`src/rtl/preg_freelist_if.sv`:
```
// Rename/retire handshake bundle between the rename lanes, retire stage and the free list.
interface preg_freelist_if;
  logic       alloc_req0;
  logic       alloc_req1;
  logic       alloc_gnt0;
  logic       alloc_gnt1;
  logic [5:0] alloc_preg0;
  logic [5:0] alloc_preg1;
  logic       rel_valid;
  logic [5:0] rel_preg;
  logic       ready;
  logic [6:0] free_count;
  logic       err;

  modport master (
    output alloc_req0, alloc_req1, rel_valid, rel_preg,
    input  alloc_gnt0, alloc_gnt1, alloc_preg0, alloc_preg1, ready, free_count, err
  );

  modport slave (
    input  alloc_req0, alloc_req1, rel_valid, rel_preg,
    output alloc_gnt0, alloc_gnt1, alloc_preg0, alloc_preg1, ready, free_count, err
  );
endinterface

```
`src/rtl/preg_freelist.sv`:
```
// Physical-register free list: circular FIFO of tags, two allocation lanes, one release port.
// Optional FREELIST_DUP_CHECK_EN adds an in-list vector that rejects duplicate/unallocated releases.
module preg_freelist #(
  parameter int unsigned NUM_PREG = 64,
  parameter int unsigned NUM_AREG = 32
) (
  input  logic           clk,
  input  logic           rst_n,
  preg_freelist_if.slave fl
);
  localparam int unsigned TAG_W    = 6;
  localparam int unsigned CNT_W    = 7;
  localparam int unsigned PTR_W    = $clog2(NUM_PREG);
  localparam int unsigned NUM_INIT = NUM_PREG - NUM_AREG;

  typedef enum logic {ST_INIT, ST_READY} state_t;

  state_t           state;
  state_t           state_nxt;
  logic [TAG_W-1:0] entry [NUM_PREG];
  logic [PTR_W-1:0] head;
  logic [PTR_W-1:0] tail;
  logic [CNT_W-1:0] count;
  logic             err_q;

  logic             in_init;
  logic             in_ready;
  logic             gnt0;
  logic             gnt1;
  logic             init_last;
  logic             dup_ok;
  logic             rel_acc;
  logic             rel_bad;
  logic             wr_en;
  logic [PTR_W-1:0] head_p1;
  logic [PTR_W-1:0] head_nxt;
  logic [CNT_W-1:0] count_nxt;
  logic [TAG_W-1:0] wr_data;
  logic [TAG_W-1:0] preg0;
  logic [TAG_W-1:0] preg1;

  function automatic logic [PTR_W-1:0] ptr_inc(input logic [PTR_W-1:0] p);
    return (p == PTR_W'(NUM_PREG - 1)) ? '0 : p + PTR_W'(1);
  endfunction

  // During INIT the tail pointer doubles as the init index
  assign head_p1   = ptr_inc(head);
  assign init_last = (tail == PTR_W'(NUM_INIT - 1));

  always_ff @(posedge clk) begin
    if (!rst_n) state <= ST_INIT;
    else        state <= state_nxt;
  end

  // INIT leaves on the edge that writes the last tag; READY is left only by reset
  always_comb begin
    state_nxt = state;
    if (state == ST_INIT && init_last) state_nxt = ST_READY;
  end

  // Grants: lane 0 has priority, lane 1 takes the entry after lane 0's
  always_comb begin
    in_init  = 1'b0;
    in_ready = 1'b0;
    gnt0     = 1'b0;
    gnt1     = 1'b0;
    case (state)
      ST_INIT:  in_init = 1'b1;
      ST_READY: begin
        in_ready = 1'b1;
        gnt0     = fl.alloc_req0 && (count >= CNT_W'(1));
        gnt1     = fl.alloc_req1 && (gnt0 ? (count >= CNT_W'(2)) : (count >= CNT_W'(1)));
      end
      default: ;
    endcase
  end

  assign preg0 = entry[head];
  assign preg1 = gnt0 ? entry[head_p1] : entry[head];

`ifdef FREELIST_DUP_CHECK_EN
  logic [NUM_PREG-1:0] in_list;
  logic [NUM_PREG-1:0] ever_gnt;

  // Identity-mapped tags are only returnable after they have been handed out once
  assign dup_ok = !in_list[fl.rel_preg] &&
                  ((fl.rel_preg >= TAG_W'(NUM_AREG)) || ever_gnt[fl.rel_preg]);

  always_ff @(posedge clk) begin
    if (!rst_n) begin
      in_list  <= '0;
      ever_gnt <= '0;
    end else begin
      if (gnt0) begin
        in_list[preg0]  <= 1'b0;
        ever_gnt[preg0] <= 1'b1;
      end
      if (gnt1) begin
        in_list[preg1]  <= 1'b0;
        ever_gnt[preg1] <= 1'b1;
      end
      if (wr_en) in_list[wr_data] <= 1'b1;
    end
  end
`else
  assign dup_ok = 1'b1;
`endif

  assign rel_acc = fl.rel_valid && in_ready && (count != CNT_W'(NUM_PREG)) && dup_ok;
  assign rel_bad = fl.rel_valid && !rel_acc;
  assign wr_en   = in_init || rel_acc;
  assign wr_data = in_init ? TAG_W'(NUM_AREG + 32'(tail)) : fl.rel_preg;

  always_comb begin
    head_nxt = head;
    if (gnt0 && gnt1)      head_nxt = ptr_inc(head_p1);
    else if (gnt0 || gnt1) head_nxt = head_p1;
    count_nxt = count + CNT_W'(rel_acc) - CNT_W'(gnt0) - CNT_W'(gnt1);
    if (in_init) count_nxt = count + CNT_W'(1);
  end

  always_ff @(posedge clk) begin
    if (!rst_n) begin
      head  <= '0;
      tail  <= '0;
      count <= '0;
      err_q <= 1'b0;
    end else begin
      head  <= head_nxt;
      count <= count_nxt;
      if (wr_en)   tail  <= ptr_inc(tail);
      if (rel_bad) err_q <= 1'b1;
    end
  end

  // Buffer contents carry no meaning until written, so no reset
  always_ff @(posedge clk) begin
    if (wr_en) entry[tail] <= wr_data;
  end

  assign fl.alloc_gnt0  = gnt0;
  assign fl.alloc_gnt1  = gnt1;
  assign fl.alloc_preg0 = preg0;
  assign fl.alloc_preg1 = preg1;
  assign fl.ready       = in_ready;
  assign fl.free_count  = count;
  assign fl.err         = err_q;
endmodule

```
`src/flat_wrapper.sv`:
```
// flat-port wrapper written by rule: the top's interface ports become plain ports
module preg_freelist_flat 
#(
  parameter int unsigned NUM_PREG = 64,
  parameter int unsigned NUM_AREG = 32
)
  (clk, rst_n, fl_alloc_req0, fl_alloc_req1, fl_rel_valid, fl_rel_preg, fl_alloc_gnt0, fl_alloc_gnt1, fl_alloc_preg0, fl_alloc_preg1, fl_ready, fl_free_count, fl_err);
  preg_freelist_if fl_i ();
  input  logic clk;
  input  logic rst_n;
  input wire logic [$bits(fl_i.alloc_req0)-1:0] fl_alloc_req0;
  input wire logic [$bits(fl_i.alloc_req1)-1:0] fl_alloc_req1;
  input wire logic [$bits(fl_i.rel_valid)-1:0] fl_rel_valid;
  input wire logic [$bits(fl_i.rel_preg)-1:0] fl_rel_preg;
  output wire logic [$bits(fl_i.alloc_gnt0)-1:0] fl_alloc_gnt0;
  output wire logic [$bits(fl_i.alloc_gnt1)-1:0] fl_alloc_gnt1;
  output wire logic [$bits(fl_i.alloc_preg0)-1:0] fl_alloc_preg0;
  output wire logic [$bits(fl_i.alloc_preg1)-1:0] fl_alloc_preg1;
  output wire logic [$bits(fl_i.ready)-1:0] fl_ready;
  output wire logic [$bits(fl_i.free_count)-1:0] fl_free_count;
  output wire logic [$bits(fl_i.err)-1:0] fl_err;
  assign fl_i.alloc_req0 = fl_alloc_req0;
  assign fl_i.alloc_req1 = fl_alloc_req1;
  assign fl_i.rel_valid = fl_rel_valid;
  assign fl_i.rel_preg = fl_rel_preg;
  assign fl_alloc_gnt0 = fl_i.alloc_gnt0;
  assign fl_alloc_gnt1 = fl_i.alloc_gnt1;
  assign fl_alloc_preg0 = fl_i.alloc_preg0;
  assign fl_alloc_preg1 = fl_i.alloc_preg1;
  assign fl_ready = fl_i.ready;
  assign fl_free_count = fl_i.free_count;
  assign fl_err = fl_i.err;
  preg_freelist #(.NUM_PREG(NUM_PREG), .NUM_AREG(NUM_AREG)) u_core (.clk(clk), .rst_n(rst_n), .fl(fl_i));
endmodule
```
`config.mk`:
```
export PLATFORM = sky130hd
export DESIGN_NAME = preg_freelist_flat
export DESIGN_NICKNAME = d
export VERILOG_FILES = /design/src/rtl/preg_freelist_if.sv /design/src/rtl/preg_freelist.sv /design/src/flat_wrapper.sv
export SDC_FILE = /design/constraint.sdc
export NUM_CORES = 1
export LEC_CHECK = 0
export ABC_CLOCK_PERIOD_IN_PS = 6600
export CAP_MARGIN = 20
export CORE_MARGIN = 2
export CORE_UTILIZATION = 35
export CTS_CLUSTER_DIAMETER = 30
export DETAILED_ROUTE_END_ITERATION = 16
export PLACE_DENSITY = 0.58
export REMOVE_ABC_BUFFERS = 1
export SYNTH_ARGS = -nofsm -noshare
export SYNTH_HDL_FRONTEND = slang
export SYNTH_SLANG_ARGS = --single-unit
```
`constraint.sdc`:
```
create_clock -name clk -period 6.6 [get_ports clk]
set_input_delay 0.66 -clock clk [delete_from_list [all_inputs] [get_ports clk]]
set_output_delay 0.66 -clock clk [all_outputs]
set_load 0.02 [all_outputs]
```
After elaboration in Yosys (flattened, before gate mapping) --
Memories as Yosys holds them, arrays and structs flattened. A register that Yosys moved wholly into a read port is not among the register bits. Cells that the tools add are included.
Storage, ports and cells: register bits after elaboration 21, latch bits 0, RAM bits 384, ROM bits 0, input port bits 11, output and inout bits 23, word-level logic and storage cells 50, memories 1
Memories:
- u_core.entry | words 64, bits a word 6, rd ports 2, clocked after Yosys merged registers in 1, write ports 1, RTL line preg_freelist.sv:20 | logic [TAG_W-1:0] entry [NUM_PREG];
Operators by class: add/subtract/negate cells 8, $mul 0, div/mod/pow operators 0, magnitude comparators 2, equality and inequality tests 5, shifts and indexed selects 0, multiplexer cells 17, bitwise operators 1, reduce and logical (&&, ||, !) cells 11
Operator list (count):
- 6-bit two-way mux | 9
- 6-bit by 1-bit adder with 6-bit output (second input constant) | 3
- 6-bit == test (second input constant) | 3
- 7-bit by 1-bit subtractor with 7-bit output | 2
- 7-bit by 1-bit adder with 7-bit output | 1
- 7-bit by 1-bit adder with 7-bit output (second input constant) | 1
- 7-bit by 1-bit >= comparator with 1-bit output (second input constant) | 1
- 7-bit by 2-bit >= comparator with 1-bit output (second input constant) | 1
- 1-bit logical AND | 7
- 1-bit two-way mux | 7
- 7-bit two-way mux | 1
- 7-bit inequality test (second input constant) | 1
- 6-bit adder (first input constant) | 1
- 6-bit by 5-bit == test with 1-bit output (second input constant) | 1
- 1-bit logical OR | 2
- 2-bit nonzero test | 1
- 1-bit zero test | 1
- 1-bit inverter | 1

Longest topological paths before layout --
Gate-level depths: netlist (run 1).
depth in word-level cells 10, mapped depth 19, mapped depth without buffers 19

Worst setup path before layout (run 1) --
No wires, ideal clock.
kind reg-to-reg, start point reg u_core.state, end point mem u_core.entry[0][5] (data pin), setup time 0.702 ns, arrival time 3.380 ns, data required time 5.898 ns, path slack 2.518 ns, stages on the path, launching flop included 4, buffers on the path 2, clock period less this slack 4.082 ns, path through dfxtp_1 buf_1 clkbuf_1 o21ai_0
Between the ends: cells in the longest elaborated chain, start to end 1
Ends and longest elaborated chain:
- from (decl) | RTL line preg_freelist.sv:18 | state_t state;
- from (signal assigned) | RTL line preg_freelist.sv:52 | else state <= state_nxt;
- 6-bit two-way mux | RTL line preg_freelist.sv:112 | assign wr_data = in_init ? TAG_W'(NUM_AREG + 32'(tail)) : fl.rel_preg;
- net u_core.wr_data[5] | RTL line preg_freelist.sv:38 | logic [TAG_W-1:0] wr_data;
- to (decl) | RTL line preg_freelist.sv:20
The timed path passes the listed nets, and every way through them passes these cells.

Final worst setup path (run 1) --
start point reg u_core.head[1], end point out fl_alloc_preg1[5]
Between the ends: cells in the longest elaborated chain, start to end 4, elaborated cells on any way between the ends 5, those cells by class 1 x add/sub; 1 x eq/ne; 2 x mux; 1 x memory
Ends and longest elaborated chain:
- from (decl) | RTL line preg_freelist.sv:21 | logic [PTR_W-1:0] head;
- from (signal assigned) | RTL line preg_freelist.sv:129 | head <= head_nxt;
- 6-bit by 1-bit adder with 6-bit output / 6-bit == test (equally long branches) | RTL line preg_freelist.sv:43 | return (p == PTR_W'(NUM_PREG - 1)) ? '0 : p + PTR_W'(1);
- 6-bit two-way mux (*) | RTL line preg_freelist.sv:43
- memory read 64 x 6 bit (*)
- 6-bit two-way mux (*) | RTL line preg_freelist.sv:79 | assign preg1 = gnt0 ? entry[head_p1] : entry[head];
- to (decl) | RTL line flat_wrapper.sv:18 | output wire logic [$bits(fl_i.alloc_preg1)-1:0] fl_alloc_preg1;
Every way passes the cells marked *; elsewhere a longest branch is shown, timed or not.

==> run metrics, run 1 <==
switch share 0.2138; placed cells ~2200; final wirelength ~65000 um; Total Power 7970 uW; # DRC 0; DRT antenna net count 0; Synth-to-Final Area Change 23.09%; worst min path class flop to flop; Cell Count, Final, Fillers Out 2345; Die Wd 245.7 um; worst-path cell chain ha_1 > nand2_1 > o21ai_4 > buf_4 > buf_4 > nand2_1 > nand3_1 > a41oi_1 > a41oi_1 > o31a_1 > clkdlybuf4s50_1; clock latency on the worst-skew pair 0.62 ns; largest delay contributor family on the critical path compound AO/OA/AOI/OAI gates; YS warnings 0; TritonCTS clock tree built; DRT Pass-1 Iters 6; Mapped Avg Cell Area roughly 14 um^2; setup repair bufs after CTS 0; area leader, netlist edfxtp_1; combinational share of power 0.021; Yosys reg bits 411; DRT iter0 DRCs 1912; maximum root-to-sink buffer count 3; WL/cell 27.61 um; core footprint between 50000 and 60000 um^2; minimum clock period 5.837 ns; GR Overflow Total 0; Reg power frac 0.361; CTS root buffer clkbuf_16; Net Sw Power 1704 uW; gpl congestion 0.9153; met3 routed WL 6378 um; most common cell in the netlist edfxtp_1; Buffers on Ports 33; Die ar. 60380 um^2; commonest cells in the netlist edfxtp_1, nand2_1, mux4_2; Final setup viols 0; via count 14020; Final Max Slew Viols 0; Synth Flop Type edfxtp_1; final hold vios 0; count of different cell masters after synthesis 69; Worst EP required between 5 and 6 ns; CP max-delay cell clkdlybuf4s50_1; FFs w/ async S/R, synth 0; Peak VDD IR 0.0002224 V; normalized max-slew margin 0.2800; max incr delay on CP between 0.6 and 0.7 ns; Post-CTS Resized 0; cell area after synthesis slightly above 20000 um^2; WL met2 30100 um; RSZ-0062 raised after global routing false; largest net degree at the start of global routing 80; final core utilization 0.4363; cts hold-fix bufs 0; FILL cells around 5000; layout cells sized above 1 0.2413; placed wire-length estimate roughly 42000 um; P_int 6266 uW; Clock Sinks 411; Top Metal Used met4; ranking of synthesized cells by area edfxtp_1, mux4_2, nand2_1; Buf/Inv on CP 3; Setup CP Type flop to primary output; initial antenna violation count 1; register area share after synthesis 0.5903; crit-path max FO 15; status complete, no violations; Vias per Instance approximately 6; Max Cap Viol 0; Clock Pin Slew Worst Setup and Hold Paths 0.05 ns; Initial Utilization 0.3545; first-pass GRT wire length 94580 um; arrival time at the worst endpoint 5.18 ns; Worst Max-Slew Pin Slew 1.072 ns; gr usage total 0.2154; row count 88; Layout Nets 1535; number of enable flip-flop cells after synthesis about 380; Period Utilization, post-route 0.8845; Num CTS Buffers 95; vias in the first global route 14040; Die Ht roughly 250 um; Power Dens Cells 316.6 nW/um^2; Critical Path End Type primary output; Syn Inst Count 1423; clock group share of total power 0.618; Yosys top cell area share 0.5638; Ports 34; clk_skew 0.01696 ns; critical path launch point type flop; fmax 0.1713 GHz; Static Leak 0.008507 uW; Met1 Wirelength between 20000 and 30000 um; # H-tree levels 3
==> layout by cell type, fill, tap and decap left out, types with 6 or more instances in the layout <==
cell,netlist,layout
mux4_2,148,148
clkinv_1,0,12
and2_1,10,10
a211oi_1,6,6
mux2i_1,65,65
dfxtp_1,27,24
o21ai_0,23,17
a32oi_1,8,8
edfxtp_1,384,384
o22ai_1,7,7
clkinv_2,0,11
nor4_1,7,6
nand2b_1,8,8
o211a_1,7,7
nor2_1,99,95
inv_6,0,12
o21ai_4,0,6
nand2_1,193,193
clkdlybuf4s50_1,0,33
bufinv_16,0,17
clkinv_4,0,13
clkinvlp_4,0,12
buf_4,8,39
a22oi_1,11,11
ha_1,25,25
nor2b_1,8,8
nor3_1,24,24
a31oi_1,27,25
nand4_1,15,15
inv_1,23,23
clkbuf_16,0,96
xnor2_1,15,14
nand3_1,63,63
or3_1,10,10
a21oi_1,26,26
==> per-stage QoR <==
step                      worst slack [ns]  hold WS (ns)  instance area (um^2)  setup TNS (ns)
after global placement               1.549        0.4823                 21760               0
after CTS                           0.8048        0.5016                 25170               0
after floorplan                     -1.478        0.5491                 19970          -9.230
final                               0.7626        0.5058                 25170               0
after global routing                0.5420        0.5184                 25170               0
after detailed placement             1.474        0.4794                 21770               0
==> state kept, by name, indices dropped and copies added (netlist names), named ones only <==
| name | cells |
|---|---|
| u_core.state | 1 |
| u_core.fl.err | 1 |
| u_core.entry | 384 |
| u_core.fl.free_count | 7 |
| u_core.tail | 6 |
| u_core.head | 6 |
==> power by group through the flow <==
| stage | combinational (uW) | clock [uW] | sequential (uW) |
|---|---|---|---|
| after floorplan | 83.3 | 0 | 2930 |
| after CTS | 161 | 4970 | 2880 |
| after detailed placement | 161 | 0 | 2920 |
| after global placement | 159 | 0 | 2920 |
| after global routing | 174 | 5110 | 2880 |
| final | 164 | 4930 | 2880 |
==> cells by family (layout without fill, tap and decap cells) <==
group,after synthesis,after routing,synth area share
other,0,1,0
DFF,411,411,0.5903
xor gates and xnor gates,19,19,0.008505
and+or+nand+nor,447,447,0.09667
muxes,216,216,0.1965
buffers and inverters,123,279,0.02778
AOI/OAI and AO/OA,180,180,0.06308
adders and majority gates,27,27,0.01725
==> cell type report <==
| type | instances | area (um^2) | area share |
|---|---|---|---|
| Inverter | 23 | 86.33 | 0.003430 |
| Sequential cell | 411 | 12080 | 0.4799 |
| Clock inverter | 81 | 988.4 | 0.03927 |
| Timing Repair Buffer | 77 | 714.4 | 0.02838 |
| Clock buffer | 98 | 2410 | 0.09573 |
| Tap cell | 765 | 957.2 | 0.03802 |
| Multi-Input combinational cell | 889 | 7934 | 0.3152 |
| Antenna cell | 1 | 2.502 | 0.00009941 |
==> worst register-to-register path: cells and delay by family, from the launching register on <==
family / cells / cell delay, ns
xor gates and xnor gates: 1 / 0.16
AOI/OAI and AO/OA: 5 / 0.74
DFF: 1 / 0.43
buffers and inverters: 6 / 0.72
adders and majority gates: 5 / 1.37
and+or+nand+nor: 2 / 0.27
==> metal layers <==
metal,global-route usage,vias to the layer above
met3,0.05184,162
li1,-,5832
met2,0.3369,860
met1,0.2890,7165
met5,0,-
met4,0.08449,0
==> worst paths after layout <==
| check | slack (ns) | end | cells past startpoint | startpoint |
|---|---|---|---|---|
| max | 0.76 | fl_alloc_preg1[5] | 11 | u_core.head[1] |
| max reg2reg | 2.81 | u_core.fl.free_count[5] | 19 | u_core.fl.free_count[2] |
| min reg2reg | 0.51 | u_core.fl.err | 2 | u_core.fl.err |
| min | 0.51 | u_core.fl.err | 2 | u_core.fl.err |
Power figures use the tool's default switching activity.
==> run 2, diff against run 1 <==
Settings changed: ABC_CLOCK_PERIOD_IN_PS 6600 to unset, HOLD_SLACK_MARGIN set to 0.1.
==> results of run 2 <==
Final layout, timing and power as in run 1 (identical DEF).
